## src/rtl/sym2_seq_tx_if.sv

```systemverilog
// Controller-side bus for sym2_seq_tx: start/pattern/length toward the
// transmitter, serialised symbol, status and present-state bits back.
// SYM2_SEQ_TX_LOOP_EN adds the loop request line.
interface sym2_seq_tx_if #(
  parameter int DEPTH = 8,
  parameter int LEN_W = 4
);
  logic                 start;
`ifdef SYM2_SEQ_TX_LOOP_EN
  logic                 loop;
`endif
  logic [2*DEPTH-1:0]   pattern;
  logic [LEN_W-1:0]     length;
  logic                 x1;
  logic                 x0;
  logic                 sym_valid;
  logic                 busy;
  logic                 done;
  logic                 ps1;
  logic                 ps0;

`ifdef SYM2_SEQ_TX_LOOP_EN
  modport master (
    output start, loop, pattern, length,
    input  x1, x0, sym_valid, busy, done, ps1, ps0
  );
  modport slave (
    input  start, loop, pattern, length,
    output x1, x0, sym_valid, busy, done, ps1, ps0
  );
`else
  modport master (
    output start, pattern, length,
    input  x1, x0, sym_valid, busy, done, ps1, ps0
  );
  modport slave (
    input  start, pattern, length,
    output x1, x0, sym_valid, busy, done, ps1, ps0
  );
`endif
endinterface

```

## src/rtl/sym2_seq_tx.sv

```systemverilog
// Serialises a parallel-loaded pattern of 2-bit symbols onto x1/x0, one
// symbol per HOLD_CYCLES clocks, followed by GAP_CYCLES idle clocks and a
// one-cycle done pulse. Present state is exported on ps1/ps0.
// Optional macro SYM2_SEQ_TX_LOOP_EN: loop=1 at the end of a pass restarts
// the captured pattern instead of finishing.
module sym2_seq_tx #(
  parameter int DEPTH       = 8,
  parameter int LEN_W       = 4,
  parameter int HOLD_CYCLES = 1,
  parameter int GAP_CYCLES  = 2
) (
  input  logic         clock,
  input  logic         clear,
  sym2_seq_tx_if.slave bus
);

  localparam int IDX_W  = (DEPTH > 1)       ? $clog2(DEPTH)       : 1;
  localparam int HOLD_W = (HOLD_CYCLES > 1) ? $clog2(HOLD_CYCLES) : 1;
  localparam int GAP_W  = (GAP_CYCLES > 1)  ? $clog2(GAP_CYCLES)  : 1;

  localparam logic [LEN_W-1:0]  DEPTH_LEN = LEN_W'(DEPTH);
  localparam logic [HOLD_W-1:0] HOLD_LAST = HOLD_W'(HOLD_CYCLES - 1);
  localparam logic [GAP_W-1:0]  GAP_LAST  = GAP_W'((GAP_CYCLES > 0) ? GAP_CYCLES - 1 : 0);

  typedef enum logic [1:0] {
    IDLE = 2'b00,
    SEND = 2'b01,
    GAP  = 2'b10,
    DONE = 2'b11
  } state_t;

  state_t             state, state_n;
  logic [IDX_W-1:0]   idx, idx_n;
  logic [IDX_W-1:0]   last_idx, last_idx_n;
  logic [HOLD_W-1:0]  hold_cnt, hold_cnt_n;
  logic [GAP_W-1:0]   gap_cnt, gap_cnt_n;
  logic [2*DEPTH-1:0] pat_q, pat_n;
  logic [1:0]         sym_q, sym_n;
  logic               sv_q, sv_n;
  logic               busy_q, busy_n;
  logic               done_q, done_n;
  logic [LEN_W-1:0]   len_eff;
  logic               seq_end;

  function automatic logic [1:0] sym_at(input logic [2*DEPTH-1:0] p,
                                        input logic [IDX_W-1:0]   i);
    sym_at = p[2*i +: 2];
  endfunction

  // State, counters, captured pattern and registered outputs
  always_ff @(posedge clock) begin
    if (clear) begin
      state    <= IDLE;
      idx      <= '0;
      last_idx <= '0;
      hold_cnt <= '0;
      gap_cnt  <= '0;
      pat_q    <= '0;
      sym_q    <= '0;
      sv_q     <= 1'b0;
      busy_q   <= 1'b0;
      done_q   <= 1'b0;
    end else begin
      state    <= state_n;
      idx      <= idx_n;
      last_idx <= last_idx_n;
      hold_cnt <= hold_cnt_n;
      gap_cnt  <= gap_cnt_n;
      pat_q    <= pat_n;
      sym_q    <= sym_n;
      sv_q     <= sv_n;
      busy_q   <= busy_n;
      done_q   <= done_n;
    end
  end

  // Next-state and next-output logic; outputs are computed one edge ahead
  // so every port comes straight from a flop
  always_comb begin
    state_n    = state;
    idx_n      = idx;
    last_idx_n = last_idx;
    hold_cnt_n = hold_cnt;
    gap_cnt_n  = gap_cnt;
    pat_n      = pat_q;
    sym_n      = '0;
    sv_n       = 1'b0;
    busy_n     = 1'b0;
    done_n     = 1'b0;
    seq_end    = 1'b0;
    len_eff    = (bus.length > DEPTH_LEN) ? DEPTH_LEN : bus.length;

    case (state)
      IDLE: begin
        if (bus.start) begin
          pat_n      = bus.pattern;
          last_idx_n = IDX_W'(len_eff - LEN_W'(1));
          idx_n      = '0;
          hold_cnt_n = '0;
          if (len_eff == '0) begin
            state_n = DONE;
            done_n  = 1'b1;
          end else begin
            state_n = SEND;
            sym_n   = bus.pattern[1:0];
            sv_n    = 1'b1;
            busy_n  = 1'b1;
          end
        end
      end

      SEND: begin
        busy_n = 1'b1;
        sv_n   = 1'b1;
        sym_n  = sym_q;
        if (hold_cnt != HOLD_LAST) begin
          hold_cnt_n = hold_cnt + HOLD_W'(1);
        end else begin
          hold_cnt_n = '0;
          if (idx != last_idx) begin
            idx_n = idx + IDX_W'(1);
            sym_n = sym_at(pat_q, idx + IDX_W'(1));
          end else if (GAP_CYCLES > 0) begin
            state_n   = GAP;
            gap_cnt_n = '0;
            sym_n     = '0;
            sv_n      = 1'b0;
          end else begin
            seq_end = 1'b1;
          end
        end
      end

      GAP: begin
        busy_n = 1'b1;
        if (gap_cnt == GAP_LAST) begin
          seq_end = 1'b1;
        end else begin
          gap_cnt_n = gap_cnt + GAP_W'(1);
        end
      end

      DONE: begin
        state_n = IDLE;
      end

      default: state_n = IDLE;
    endcase

    // End of a pass is shared by the last GAP clock and, with no gap, the
    // last SEND hold clock; looping restarts symbol 0 from the captured pattern
    if (seq_end) begin
      state_n = DONE;
      done_n  = 1'b1;
      busy_n  = 1'b0;
      sv_n    = 1'b0;
      sym_n   = '0;
`ifdef SYM2_SEQ_TX_LOOP_EN
      if (bus.loop) begin
        state_n    = SEND;
        done_n     = 1'b0;
        busy_n     = 1'b1;
        sv_n       = 1'b1;
        idx_n      = '0;
        hold_cnt_n = '0;
        sym_n      = sym_at(pat_q, '0);
      end
`endif
    end
  end

  assign bus.x1        = sym_q[1];
  assign bus.x0        = sym_q[0];
  assign bus.sym_valid = sv_q;
  assign bus.busy      = busy_q;
  assign bus.done      = done_q;
  assign bus.ps1       = state[1];
  assign bus.ps0       = state[0];

endmodule

```

## src/flat_wrapper.sv

```systemverilog
// flat-port wrapper written by rule: the top's interface ports become plain ports
module sym2_seq_tx_flat 
#(
  parameter int DEPTH       = 8,
  parameter int LEN_W       = 4,
  parameter int HOLD_CYCLES = 1,
  parameter int GAP_CYCLES  = 2
)
  (clock, clear, bus_start, bus_pattern, bus_length, bus_x1, bus_x0, bus_sym_valid, bus_busy, bus_done, bus_ps1, bus_ps0);
  sym2_seq_tx_if #(.DEPTH(DEPTH), .LEN_W(LEN_W)) bus_i ();
  input  logic clock;
  input  logic clear;
  input wire logic [$bits(bus_i.start)-1:0] bus_start;
  input wire logic [$bits(bus_i.pattern)-1:0] bus_pattern;
  input wire logic [$bits(bus_i.length)-1:0] bus_length;
  output wire logic [$bits(bus_i.x1)-1:0] bus_x1;
  output wire logic [$bits(bus_i.x0)-1:0] bus_x0;
  output wire logic [$bits(bus_i.sym_valid)-1:0] bus_sym_valid;
  output wire logic [$bits(bus_i.busy)-1:0] bus_busy;
  output wire logic [$bits(bus_i.done)-1:0] bus_done;
  output wire logic [$bits(bus_i.ps1)-1:0] bus_ps1;
  output wire logic [$bits(bus_i.ps0)-1:0] bus_ps0;
  assign bus_i.start = bus_start;
  assign bus_i.pattern = bus_pattern;
  assign bus_i.length = bus_length;
  assign bus_x1 = bus_i.x1;
  assign bus_x0 = bus_i.x0;
  assign bus_sym_valid = bus_i.sym_valid;
  assign bus_busy = bus_i.busy;
  assign bus_done = bus_i.done;
  assign bus_ps1 = bus_i.ps1;
  assign bus_ps0 = bus_i.ps0;
  sym2_seq_tx #(.DEPTH(DEPTH), .LEN_W(LEN_W), .HOLD_CYCLES(HOLD_CYCLES), .GAP_CYCLES(GAP_CYCLES)) u_core (.clock(clock), .clear(clear), .bus(bus_i));
endmodule
```

## config.mk

```make
export PLATFORM = sky130hd
export DESIGN_NAME = sym2_seq_tx_flat
export DESIGN_NICKNAME = d
export VERILOG_FILES = /design/src/rtl/sym2_seq_tx_if.sv /design/src/rtl/sym2_seq_tx.sv /design/src/flat_wrapper.sv
export SDC_FILE = /design/constraint.sdc
export NUM_CORES = 1
export LEC_CHECK = 0
export ABC_AREA = 1
export CORE_MARGIN = 5
export CORE_UTILIZATION = 50
export CTS_CLUSTER_DIAMETER = 50
export DETAILED_ROUTE_END_ITERATION = 8
export PLACE_DENSITY = 0.75
export SLEW_MARGIN = 20
export SYNTH_ARGS = -nofsm -noshare
export SYNTH_HDL_FRONTEND = slang
export SYNTH_SLANG_ARGS = --single-unit
```

## constraint.sdc

```tcl
create_clock -name clock -period 1.6 [get_ports clock]
set_clock_uncertainty 0.05 [all_clocks]
set_input_delay 0.32 -clock clock [delete_from_list [all_inputs] [get_ports clock]]
set_output_delay 0.32 -clock clock [all_outputs]
set_load 0.02 [all_outputs]
```

Word-level counts from Yosys, hierarchy flattened
Index checks and enable logic that the tools add are counted.
{"block": "totals", "inputBits": 23, "latch_bits": 0, "output_inout_bits": 7, "wordCells": 74, "mem_count": 0, "romBits": 0, "ram_bits": 0, "reg_bits": 31}
{"block": "classes", "n_eq_ne": 11, "bitwise_logic": 0, "div_mod_pow": 0, "order_cmp": 1, "n_addsub": 4, "n_mul": 0, "muxes": 35, "reduce_logical": 12, "n_shift": 1}
{"cell": "2-to-1 mux 2 bit", "n": 9}
{"cell": "indexed part select 16 x 5 -> 2 bit", "n": 1}
{"cell": "2-to-1 mux 1 bit", "n": 15}
{"cell": "2-to-1 mux 3 bit", "n": 3}
{"cell": "one-hot mux 1 bit (2 select lines)", "n": 4}
{"cell": "AND reduction 4 bit", "n": 2}
{"cell": "inequality test 2 bit, second input constant", "n": 3}
{"cell": "inequality test 3 x 2 -> 1 bit, second input constant", "n": 2}
{"cell": "one-hot mux 2 bit (3 select lines)", "n": 1}
{"cell": "one-hot mux 3 bit (2 select lines)", "n": 1}
{"cell": "equality test 2 bit, second input constant", "n": 2}
{"cell": "greater-than comparator 4 bit, second input constant", "n": 1}
{"cell": "logical NOT 4 bit", "n": 1}
{"cell": "2-to-1 mux 4 bit", "n": 1}
{"cell": "one-hot mux 2 bit (2 select lines)", "n": 1}
{"cell": "AND reduction 2 bit", "n": 2}
{"cell": "nonzero test 2 bit", "n": 2}
{"cell": "nonzero test 4 bit", "n": 1}
{"cell": "OR reduction 2 bit", "n": 2}
{"cell": "adder 3 x 1 -> 3 bit, second input constant", "n": 1}
{"cell": "inequality test 3 bit", "n": 1}
{"cell": "inequality test 3 bit, second input constant", "n": 1}
{"cell": "AND reduction 3 bit", "n": 1}
{"cell": "subtractor 3 x 1 -> 3 bit, second input constant", "n": 1}
{"cell": "4 further kinds", "n": 5}

Logic depth before layout (Yosys ltp)
Gate-level depths: netlist of the first run.
{"block": "logic_depth", "ltp_word": 7, "depth_mapped": 10, "ltp_nobuf": 10}

Worst setup path before layout of the first run
OpenSTA, ideal clock, no wires.
{"block": "synth_path", "kind": "reg-to-reg", "from": "register u_core.state[0]", "to": "register u_core.pat_q[0]", "t_arrival_ns": 1.417, "setup_ns": 0.070, "synth_period_minus_slack_ns": 1.537, "path_stages_with_launch": 7, "path_buffers": 1, "setup_slack_ns": 0.063, "required_time_ns": 1.480, "cell_sequence": "dfxtp_1 -> inv_1 -> ha_1 -> nand2_1 -> clkbuf_1 -> nand2_1 -> a21oi_1"}
{"block": "synth_between", "elab_chain_cells": 2}
{"element": "start: declaration", "line": "sym2_seq_tx.sv:32", "source": "state_t state, state_n;"}
{"element": "start signal: assignment", "line": "sym2_seq_tx.sv:64", "source": "state <= state_n;"}
{"element": "logical NOT 2 bit", "line": "sym2_seq_tx.sv:93", "source": "case (state)"}
{"element": "AND reduction 2 bit (no line)"}
{"element": "end signal: assignment", "line": "sym2_seq_tx.sv:69", "source": "pat_q <= pat_n;"}
{"element": "end: declaration", "line": "sym2_seq_tx.sv:37", "source": "logic [2*DEPTH-1:0] pat_q, pat_n;"}
No other way between the ends.
A chain may end at the register's enable or synchronous reset.

Worst setup path after layout of the first run
{"block": "layout_path", "from": "register u_core.state[0]", "to": "register u_core.state[0]"}
{"block": "layout_between", "elab_chain_cells": 4, "elab_cells_between_ends": 12, "classes_between": "eq/ne (6); mux (3); reduce/logical (3)"}
{"element": "equality test 2 bit", "line": "sym2_seq_tx.sv:93"}
{"element": "2-to-1 mux 1 bit"}
{"element": "inequality test 3 bit (no line) (tied with other cells)"}
{"element": "AND reduction 4 bit (no line)"}
Several ways; a longest one is shown, not always the timed one.

==> summary.md, run 1 <==
| Metric | Value |
|---|---|
| Status | completed |
| Initial core utilization | 0.525 |
| Endpoint, Worst Hold | u_core.pat_q[8] |
| Count leader, synth | nor2_1 |
| Post-synthesis sequential area ratio | 0.415 |
| Cell accounting for the most synthesized area | dfxtp_1 |
| First-pass GRT wire length | roughly 5800 um |
| Synth-to-Final Area Change | 32.6% |
| Postcts setup bufs | 0 |
| F_max | 652 MHz |
| Post-synthesis cell area | about 1400 um^2 |
| Max-slew violations | 0 |
| Pin count of the biggest net entering global routing | 18 |
| Psw | between 1000 and 1500 uW |
| Net total in the final layout | between 200 and 300 |
| Placer Congestion | about 0.96 |
| DRC | 0 |
| CTS sink count | 30 |
| Startpoint Class | flip-flop |
| Top cells by count, synth | 35 x nor2_1, 33 x nand2_1, 30 x dfxtp_1 |
| Die height | between 60 and 70 um |
| Min Tclk post-route | approximately 1500 ps |
| Crit path DAT | ~1800 ps |
| DRT Wirelength | 3370 um |
| Share of layout cells above drive strength 1 | 0.144 |
| Grt total ovfl | 0 |
| VDD IR-drop max | 1.16 mV |
| Total GRT Usage | 0.175 |
| Worst hold path type | flip-flop to flip-flop |
| Post-synth EDFFs | 0 |
| Core footprint | 2760 um^2 |
| Beginning of the worst hold path | u_core.pat_q[8] |
| Clock root cell | clkbuf_4 |
| Top-area cell type share of the netlist area | 0.415 |
| Period Utilization, post-route | 0.958 |
| WHS | a little over 400 ps |
| RR Endpoint | u_core.state[0] |
| Placed Cells | 266 |
| Setup WS post-layout | 66.4 ps |
| Vias post-DR | around 1400 |
| Buffers on Ports | 29 |
| Syn avg cell area | between 7 and 8 um^2 |
| Slew headroom | 0.827 |
| Final TNS setup | 0 ps |
| Row count | 19 |
| Crit Reg-Reg Startpoint | u_core.state[0] |
| Setup slack after placement | -249 ps |
| Post-Synthesis Cells | 202 |
| Slew @ Worst Pin | ~260 ps |
| Clock power frac | 0.155 |
| Final setup viols | 0 |
| # H-tree levels | 2 |
| Final Non-Filler Cells | between 200 and 300 |
| Worst r2r path cells | 10 |
| Final ANT Viol Nets | 0 |
| Syn nets | roughly 230 |
| DP Wirelength | ~2600 um |
| Worst EP required | 1810 ps |
| Drt wl/cell | between 10 and 15 um |
| Synth area leaders | dfxtp_1 42%, nor2_1 9.1%, nand2_1 8.6% |
| # hold bufs at CTS | 0 |
| CP max FO | 6 |
| TritonCTS buffer count | 5 |
| FFs w/ async S/R, synth | 0 |
| Warnings from Yosys | 0 |
| P_leak | slightly above 0.0008 uW |
| Fin area | 1920 um^2 |
| Initial antenna violation count | 0 |
| Internal power | approximately 1700 uW |
| Switching share of power | 0.411 |
| Hold Crit Depth | 2 |
| Top FF cell, synth | dfxtp_1 |
| Critical path type | flip-flop to flip-flop |
| Cell Area, Placed | approximately 1800 um^2 |
| I/O pin count | 30 |
| Vias per cell | ~5.3 |
| Pwr Density | approximately 1500 nW/um^2 |
| CTS tree | done |
| DRT iter0 DRCs | 37 |
| Number of global-route vias before repair | 1327 |
| Yosys reg bits | 30 |
| Detailed Routing Iterations Pass 1 | 4 |
| Setup slack, reg-to-reg | 70 ps |
| Chip width | 63.8 um |
| Die area | around 4000 um^2 |
| Setup crit start | u_core.state[0] |
| Final hold violations | 0 |
| Reg clk slew, reported paths | 90 ps |
| CTS Buffer Depth | 2 |
| Seq pwr share | 0.352 |
| Synth unique cells | 23 |
| Max Cap Viol | 0 |
| CP Capture Type | flip-flop |
| Combinational share of power | 0.493 |
| Ant. Diodes | 0 |
| Worst-Skew Late Latency | 320 ps |
[logic make-up (layout without fill, tap and decap cells)]
kind of cell	count (synthesis)	count (layout)	synth area share
buf+inv	28	69	0.0822
flops	30	30	0.415
fa+ha+maj	6	6	0.0519
simple gates	89	89	0.258
compound gates	45	45	0.169
xor+xnor	4	4	0.0242
[registers in the layout (all words and copies together), names as in the netlist]
register              cells
u_core.pat_q             16
u_core.idx                3
u_core.last_idx           3
u_core.state              2
u_core.sym_q              2
u_core.bus.busy           1
u_core.bus.done           1
u_core.bus.sym_valid      1
u_core.gap_cnt            1
[through the flow]
step                       util  total power, uW
final                     0.696             2960
after global routing      0.696             3250
after CTS                 0.679             2880
after detailed placement  0.660             2450
after global placement    0.660             2410
after floorplan               -             1990
[how the worst max path moves through the flow]
stage	slack (ps)	to	depth (start not counted)
3_3_place_gp	-150	u_core.bus.busy	9
3_5_place_dp	-250	u_core.bus.busy	9
5_1_grt	-80	u_core.state[0]	10
4_1_cts	80	u_core.state[0]	10
6_report	70	u_core.state[0]	10
2_1_floorplan	60	u_core.pat_q[0]	6
[final cells by class]
type / count / area (um^2)
fill: 229 / 840
multi-input combinational: 144 / 768
sequential: 30 / 602
timing repair buffer: 40 / 368
inverter: 21 / 81.3
clock buffer: 7 / 55.1
tap: 31 / 38.8
clock inverter: 1 / 5.00
[metal layers]
layer / share of wire / vias up / GRT usage / wire length, um
li1: - / 741 / - / -
met3: 0.064 / 6 / 0.0595 / 216
met2: 0.47 / 38 / 0.276 / 1600
met5: 0 / - / 0 / 0
met4: 0.014 / 0 / 0.0545 / 46
met1: 0.45 / 662 / 0.224 / 1510
[power groups by stage]
stage	registers [uW]	logic (uW)	clock network, uW
after floorplan	1110	886	0
after global placement	1050	1360	0
after detailed placement	1050	1400	0
after CTS	1030	1380	472
after global routing	1070	1660	520
final	1040	1460	461
[repair_timing]
item,CTS,global route
resized for setup,7,13
cloned,0,0
setup endpoints to repair,7,7
pin swaps,0,1
[critical path: stages (launching register included)]
cell	delay, ps
dfxtp_1	330
inv_2	80
ha_2	180
nand2_2	110
inv_2	100
nor2_1	40
a31oi_1	230
nand2_1	150
nand2_1	80
nand2_1	40
nor2_1	90
[cell usage in the layout, fill, tap and decap left out, types with 2 or more instances in the layout]
master and count:
nor2_1 34, nand2_1 32, dfxtp_1 29, clkdlybuf4s50_1 22
o21ai_0 20, inv_1 18, a21oi_1 17, nand3_1 12
buf_4 10, dlygate4sd2_1 7, o211ai_1 6, nand2_2 5
clkbuf_4 5, ha_2 3, inv_2 2, xor2_1 2
nor2_4 2, xnor2_1 2, ha_1 2
Power figures use the tool's default switching activity.
==> run 2, diff against run 1 <==
--- a/config.mk
+++ b/config.mk
@@ -11,6 +11,7 @@
 export CTS_CLUSTER_DIAMETER = 50
 export DETAILED_ROUTE_END_ITERATION = 8
 export PLACE_DENSITY = 0.75
+export SKIP_LAST_GASP = 1
 export SLEW_MARGIN = 20
 export SYNTH_ARGS = -nofsm -noshare
 export SYNTH_HDL_FRONTEND = slang
==> run 2 against run 1 <==
Sequential share of layout area is 0.10 points higher. Flip-flop and latch count is the same. Die area unchanged. Combinational power barely moved. Wire length is 0.50% higher. First-iteration DRC count rose by 16%. Critical endpoint is now u_core.state[1]. Sequential power about the same.
==> summary.md, run 2 (same netlist as run 1, synthesis figures left out) <==
| Metric | Value |
|---|---|
| Max Cap Viol | 0 |
| Vias per cell | between 5 and 6 |
| Largest register FFs | 16 |
| Core footprint | ~2800 um^2 |
| Pin count of the biggest net entering global routing | 18 |
| Period Utilization, post-route | 0.946 |
| Slew headroom | 0.827 |
| Min Tclk post-route | between 1500 and 2000 ps |
| Reg clk slew, reported paths | roughly 90 ps |
| TritonCTS buffer count | 5 |
| Buffers on Ports | 29 |
| Crit path DAT | about 1700 ps |
| P_leak | just over 0.0008 uW |
| Overall Power | between 2000 and 3000 uW |
| Drt wl/cell | about 12 um |
| Initial core utilization | 0.525 |
| Critical path type | flip-flop to flip-flop |
| Detailed Routing Iterations Pass 1 | 4 |
| # H-tree levels | 2 |
| Slew @ Worst Pin | roughly 260 ps |
| DRT Wirelength | between 3000 and 4000 um |
| CTS sink count | 30 |
| DRT iter0 DRCs | 43 |
| Ant. Diodes | 0 |
| Synth-to-Final Area Change | 32.2% |
| Total GRT Usage | 0.175 |
| Fill cell count | between 200 and 250 |
| Worst EP required | around 1800 ps |
| Status | completed |
| First-pass GRT wire length | 5770 um |
| Chip width | 63.8 um |
| VDD IR-drop max | 1.16 mV |
| CP max FO | 6 |
| Startpoint Class | flip-flop |
| Die area | just over 4000 um^2 |
| Vias post-DR | ~1400 |
| Die height | ~64 um |
| Most flops, register | u_core.pat_q |
| Row count | 19 |
| Core Util, Final | 0.693 |
| Clock root cell | clkbuf_4 |
| Initial antenna violation count | 0 |
| DRC | 0 |
| Final ANT Viol Nets | 0 |
| Commonest non-fill, non-tap cell in the layout | nor2_1 |
| CP Capture Type | flip-flop |
| Placer Congestion | approximately 0.96 |
| Grt total ovfl | 0 |
| Final hold violations | 0 |
| Fin area | ~1900 um^2 |
| Worst hold path type | flip-flop to flip-flop |
| Worst-Skew Late Latency | between 300 and 400 ps |
| F_max | roughly 660 MHz |
| Top flop regs | u_core.pat_q (16), u_core.idx (3), u_core.last_idx (3) |
| RSZ-0062 raised after global routing | true |
| Net total in the final layout | about 270 |
| Postcts setup bufs | 0 |
| Final TNS setup | 0 ps |
| I/O pin count | 30 |
| Number of global-route vias before repair | 1327 |
| DP Wirelength | about 2600 um |
| Final setup viols | 0 |
| Max-slew violations | 0 |
| Most frequent cells in the layout | 34 x nor2_1, 32 x nand2_1, 29 x dfxtp_1 |
| Share of layout cells above drive strength 1 | 0.140 |
| Cell Area, Placed | roughly 1800 um^2 |
| CTS Buffer Depth | 2 |
| CTS tree | done |
| Pwr Density | 1540 nW/um^2 |
-- run 2: final cells by class --
cell class,count,area [um^2],share of cell area
clock buffer,7,55.1,0.0288
clock inverter,1,5.00,0.00262
inverter,21,81.3,0.0425
multi-input combinational,144,762,0.399
sequential,30,602,0.315
tap,31,38.8,0.0203
timing repair buffer,40,368,0.192
-- run 2: through the flow --
stage | instances | setup WS (ps) | hold WS, ps
2_1_floorplan | 202 | 63.4 | 379
3_3_place_gp | 266 | -151 | 393
3_5_place_dp | 266 | -249 | 402
4_1_cts | 274 | 84.5 | 417
5_1_grt | 274 | -70.0 | 448
6_report | 274 | 85.6 | 416
-- run 2: worst max-delay path, cell delays in order (launching register included) --
cell,delay (ps)
dfxtp_1,320
inv_2,80
ha_2,180
nand2_2,110
inv_2,90
nor2_1,40
a31oi_1,220
nand2_1,150
nor2_1,110
nor2_1,50
-- run 2: repair_timing --
action	4_1_cts	5_1_grt
setup endpoints to repair	7	7
pin swaps	0	1
hold buffers	0	0
gates resized for setup	7	12
-- run 2: where the power goes --
group	switching (uW)	total [uW]	internal [uW]	leakage, uW
sequential	96.7	1040	946	0.000247
clock	247	460	213	0.0000353
combinational	868	1450	583	0.000533
-- run 2: per-layer routing --
layer / part of all wire / wire length [um] / global-route usage
met5: 0 / 0 / 0
met4: 0.014 / 46 / 0.0545
met3: 0.059 / 201 / 0.0595
met2: 0.47 / 1590 / 0.276
met1: 0.46 / 1550 / 0.224
-- run 2: path summary, 6_finish.rpt --
check        slack [ps]         endpoint             from  cells past startpoint
max                  90  u_core.state[1]  u_core.state[0]                      9
min                 420  u_core.pat_q[8]  u_core.pat_q[8]                      2
max reg2reg          90  u_core.state[1]  u_core.state[0]                      9
min reg2reg         420  u_core.pat_q[8]  u_core.pat_q[8]                      2
==> run 3, diff against run 2 <==
--- a/config.mk
+++ b/config.mk
@@ -6,11 +6,13 @@
 export NUM_CORES = 1
 export LEC_CHECK = 0
 export ABC_AREA = 1
+export CELL_PAD_IN_SITES_DETAIL_PLACEMENT = 1
+export CELL_PAD_IN_SITES_GLOBAL_PLACEMENT = 1
 export CORE_MARGIN = 5
-export CORE_UTILIZATION = 50
+export CORE_UTILIZATION = 35
 export CTS_CLUSTER_DIAMETER = 50
 export DETAILED_ROUTE_END_ITERATION = 8
-export PLACE_DENSITY = 0.75
+export PLACE_DENSITY = 0.74
 export SKIP_LAST_GASP = 1
 export SLEW_MARGIN = 20
 export SYNTH_ARGS = -nofsm -noshare
==> run 3 against run 2 <==
Final area rose by 7.5%. Flip-flop and latch count unchanged. Final cell count increased by 8.4%. Maximum frequency decreased by 2.6%. Critical path type is now flip-flop to output port. Die area rose by 36%. Via count rose by 0.56%. Setup slack worse by 40 ps.
==> summary.md, run 3 (same netlist as run 1, synthesis figures left out) <==
| Metric | Value |
|---|---|
| CP cell instances | clkdlybuf4s50_1 |
| Ant. Diodes | 0 |
| Period Utilization, post-route | 0.972 |
| Startpoint Class | flip-flop |
| Vias post-DR | 1444 |
| WP buf/inv | 1 |
| Setup slack after placement | -255 ps |
| Row count | 23 |
| Setup WS post-layout | approximately 46 ps |
| Vias per cell | ~5 |
| Reg clk slew, reported paths | 60 ps |
| Detailed Routing Iterations Pass 1 | 4 |
| Slew headroom | 0.823 |
| Chip width | roughly 74 um |
| Critical path type | flip-flop to output port |
| # H-tree levels | 2 |
| Placed Cells | ~290 |
| Most flops, register | u_core.pat_q |
| Final Non-Filler Cells | slightly below 300 |
| Net total in the final layout | approximately 280 |
| Max-slew violations | 0 |
| DRT Wirelength | approximately 4000 um |
| Worst hold path type | flip-flop to flip-flop |
| DRC | 0 |
| Die height | about 74 um |
| CP max FO | 1 |
| Max Cap Viol | 0 |
| Largest register FFs | 16 |
| Synth-to-Final Area Change | 42.1% |
| I/O pin count | 30 |
| Final setup viols | 0 |
| Worst EP required | about 1200 ps |
| Min Tclk post-route | between 1500 and 2000 ps |
| Crit path max-delay cell type | clkdlybuf4s50_1 |
| Clock root cell | clkbuf_8 |
| DP Wirelength | about 2800 um |
| Max incr delay on CP | between 500 and 600 ps |
| CTS Buffer Depth | 2 |
| Commonest non-fill, non-tap cell in the layout | nor2_1 |
| CTS tree | done |
| Final ANT Viol Nets | 0 |
| Slew @ Worst Pin | approximately 270 ps |
| Fin area | around 2100 um^2 |
| Most frequent cells in the layout | 32 x nor2_1, 30 x nand2_1, 29 x dfxtp_1 |
| First-pass GRT wire length | 6350 um |
| WHS | around 410 ps |
| Share of layout cells above drive strength 1 | 0.174 |
| VDD IR-drop max | approximately 0.61 mV |
| P_leak | 0.000859 uW |
| Initial core utilization | 0.362 |
| Status | completed |
| TritonCTS buffer count | 5 |
| Initial antenna violation count | 0 |
| Grt total ovfl | 0 |
| Top flop regs | u_core.pat_q (16), u_core.idx (3), u_core.last_idx (3) |
| CTS sink count | 30 |
| Core Util, Final | 0.514 |
| Final hold violations | 0 |
| CP delay by family, top | buffers and inverters |
| Cell Area, Placed | 1860 um^2 |
| # hold bufs at CTS | 0 |
| Number of global-route vias before repair | 1402 |
| RSZ-0062 raised after global routing | true |
| Drt wl/cell | about 13 um |
| DRT iter0 DRCs | 56 |
| Total GRT Usage | 0.152 |
| Die area | roughly 5500 um^2 |
| Buffers on Ports | 29 |
| Pin count of the biggest net entering global routing | 22 |
| F_max | 643 MHz |
| Worst-Skew Late Latency | around 280 ps |
| CP Capture Type | output port |
| Core footprint | roughly 4000 um^2 |
| Crit path DAT | ~1200 ps |
| Placer Congestion | 0.832 |
| Pwr Density | approximately 1600 nW/um^2 |
[run 3: cell count changes in the layout (fill, tap and decap cells not counted), sizes merged]
cell,change
clkdlybuf4s50,+3
buf,+5
clkinv,-1
inv,-1
clkinvlp,+1
dlygate4sd2,-5
dlymetal6s2s,+2
[run 3: path summary, 6_finish.rpt]
| path | slack, ps | from | to | cells past startpoint |
|---|---|---|---|---|
| setup reg to reg | 50 | u_core.state[1] | u_core.state[0] | 8 |
| setup / recovery | 50 | u_core.bus.done | bus_done | 1 |
| hold reg to reg | 410 | u_core.pat_q[8] | u_core.pat_q[8] | 2 |
| hold / removal | 410 | u_core.pat_q[8] | u_core.pat_q[8] | 2 |
[run 3: power breakdown]
part / internal (uW) / switching, uW / total, uW
sequential: 953 / 108 / 1060
clock: 299 / 268 / 567
combinational: 740 / 958 / 1700
total: 1990 / 1330 / 3330
[run 3: layout make-up]
class                           instances  area, um^2
Sequential cell                        30         604
Clock buffer                            7        76.3
Timing Repair Buffer                   45         429
Tap cell                               50        62.6
Inverter                               21        85.1
Fill cell                             517        1940
Multi-Input combinational cell        144         798
[run 3: per-stage QoR]
stage          power [uW]  setup TNS [ps]
3_5_place_dp         2490           -1200
2_1_floorplan        1990               0
4_1_cts              3060               0
5_1_grt              3620            -257
3_3_place_gp         2460            -816
6_report             3330               0
[run 3: what timing repair did]
item | CTS | global route
gates cloned | 0 | 0
setup buffers | 0 | 3
gates resized for setup | 2 | 22
pin swaps | 0 | 5
setup endpoints to repair | 2 | 15
[run 3: per-layer routing]
| layer | track usage | part of all wire | up-vias |
|---|---|---|---|
| met5 | 0 | 0 | - |
| met2 | 0.233 | 0.46 | 20 |
| met3 | 0.0378 | 0.043 | 5 |
| met4 | 0.0711 | 0.014 | 0 |
| met1 | 0.201 | 0.48 | 673 |
| li1 | - | - | 746 |
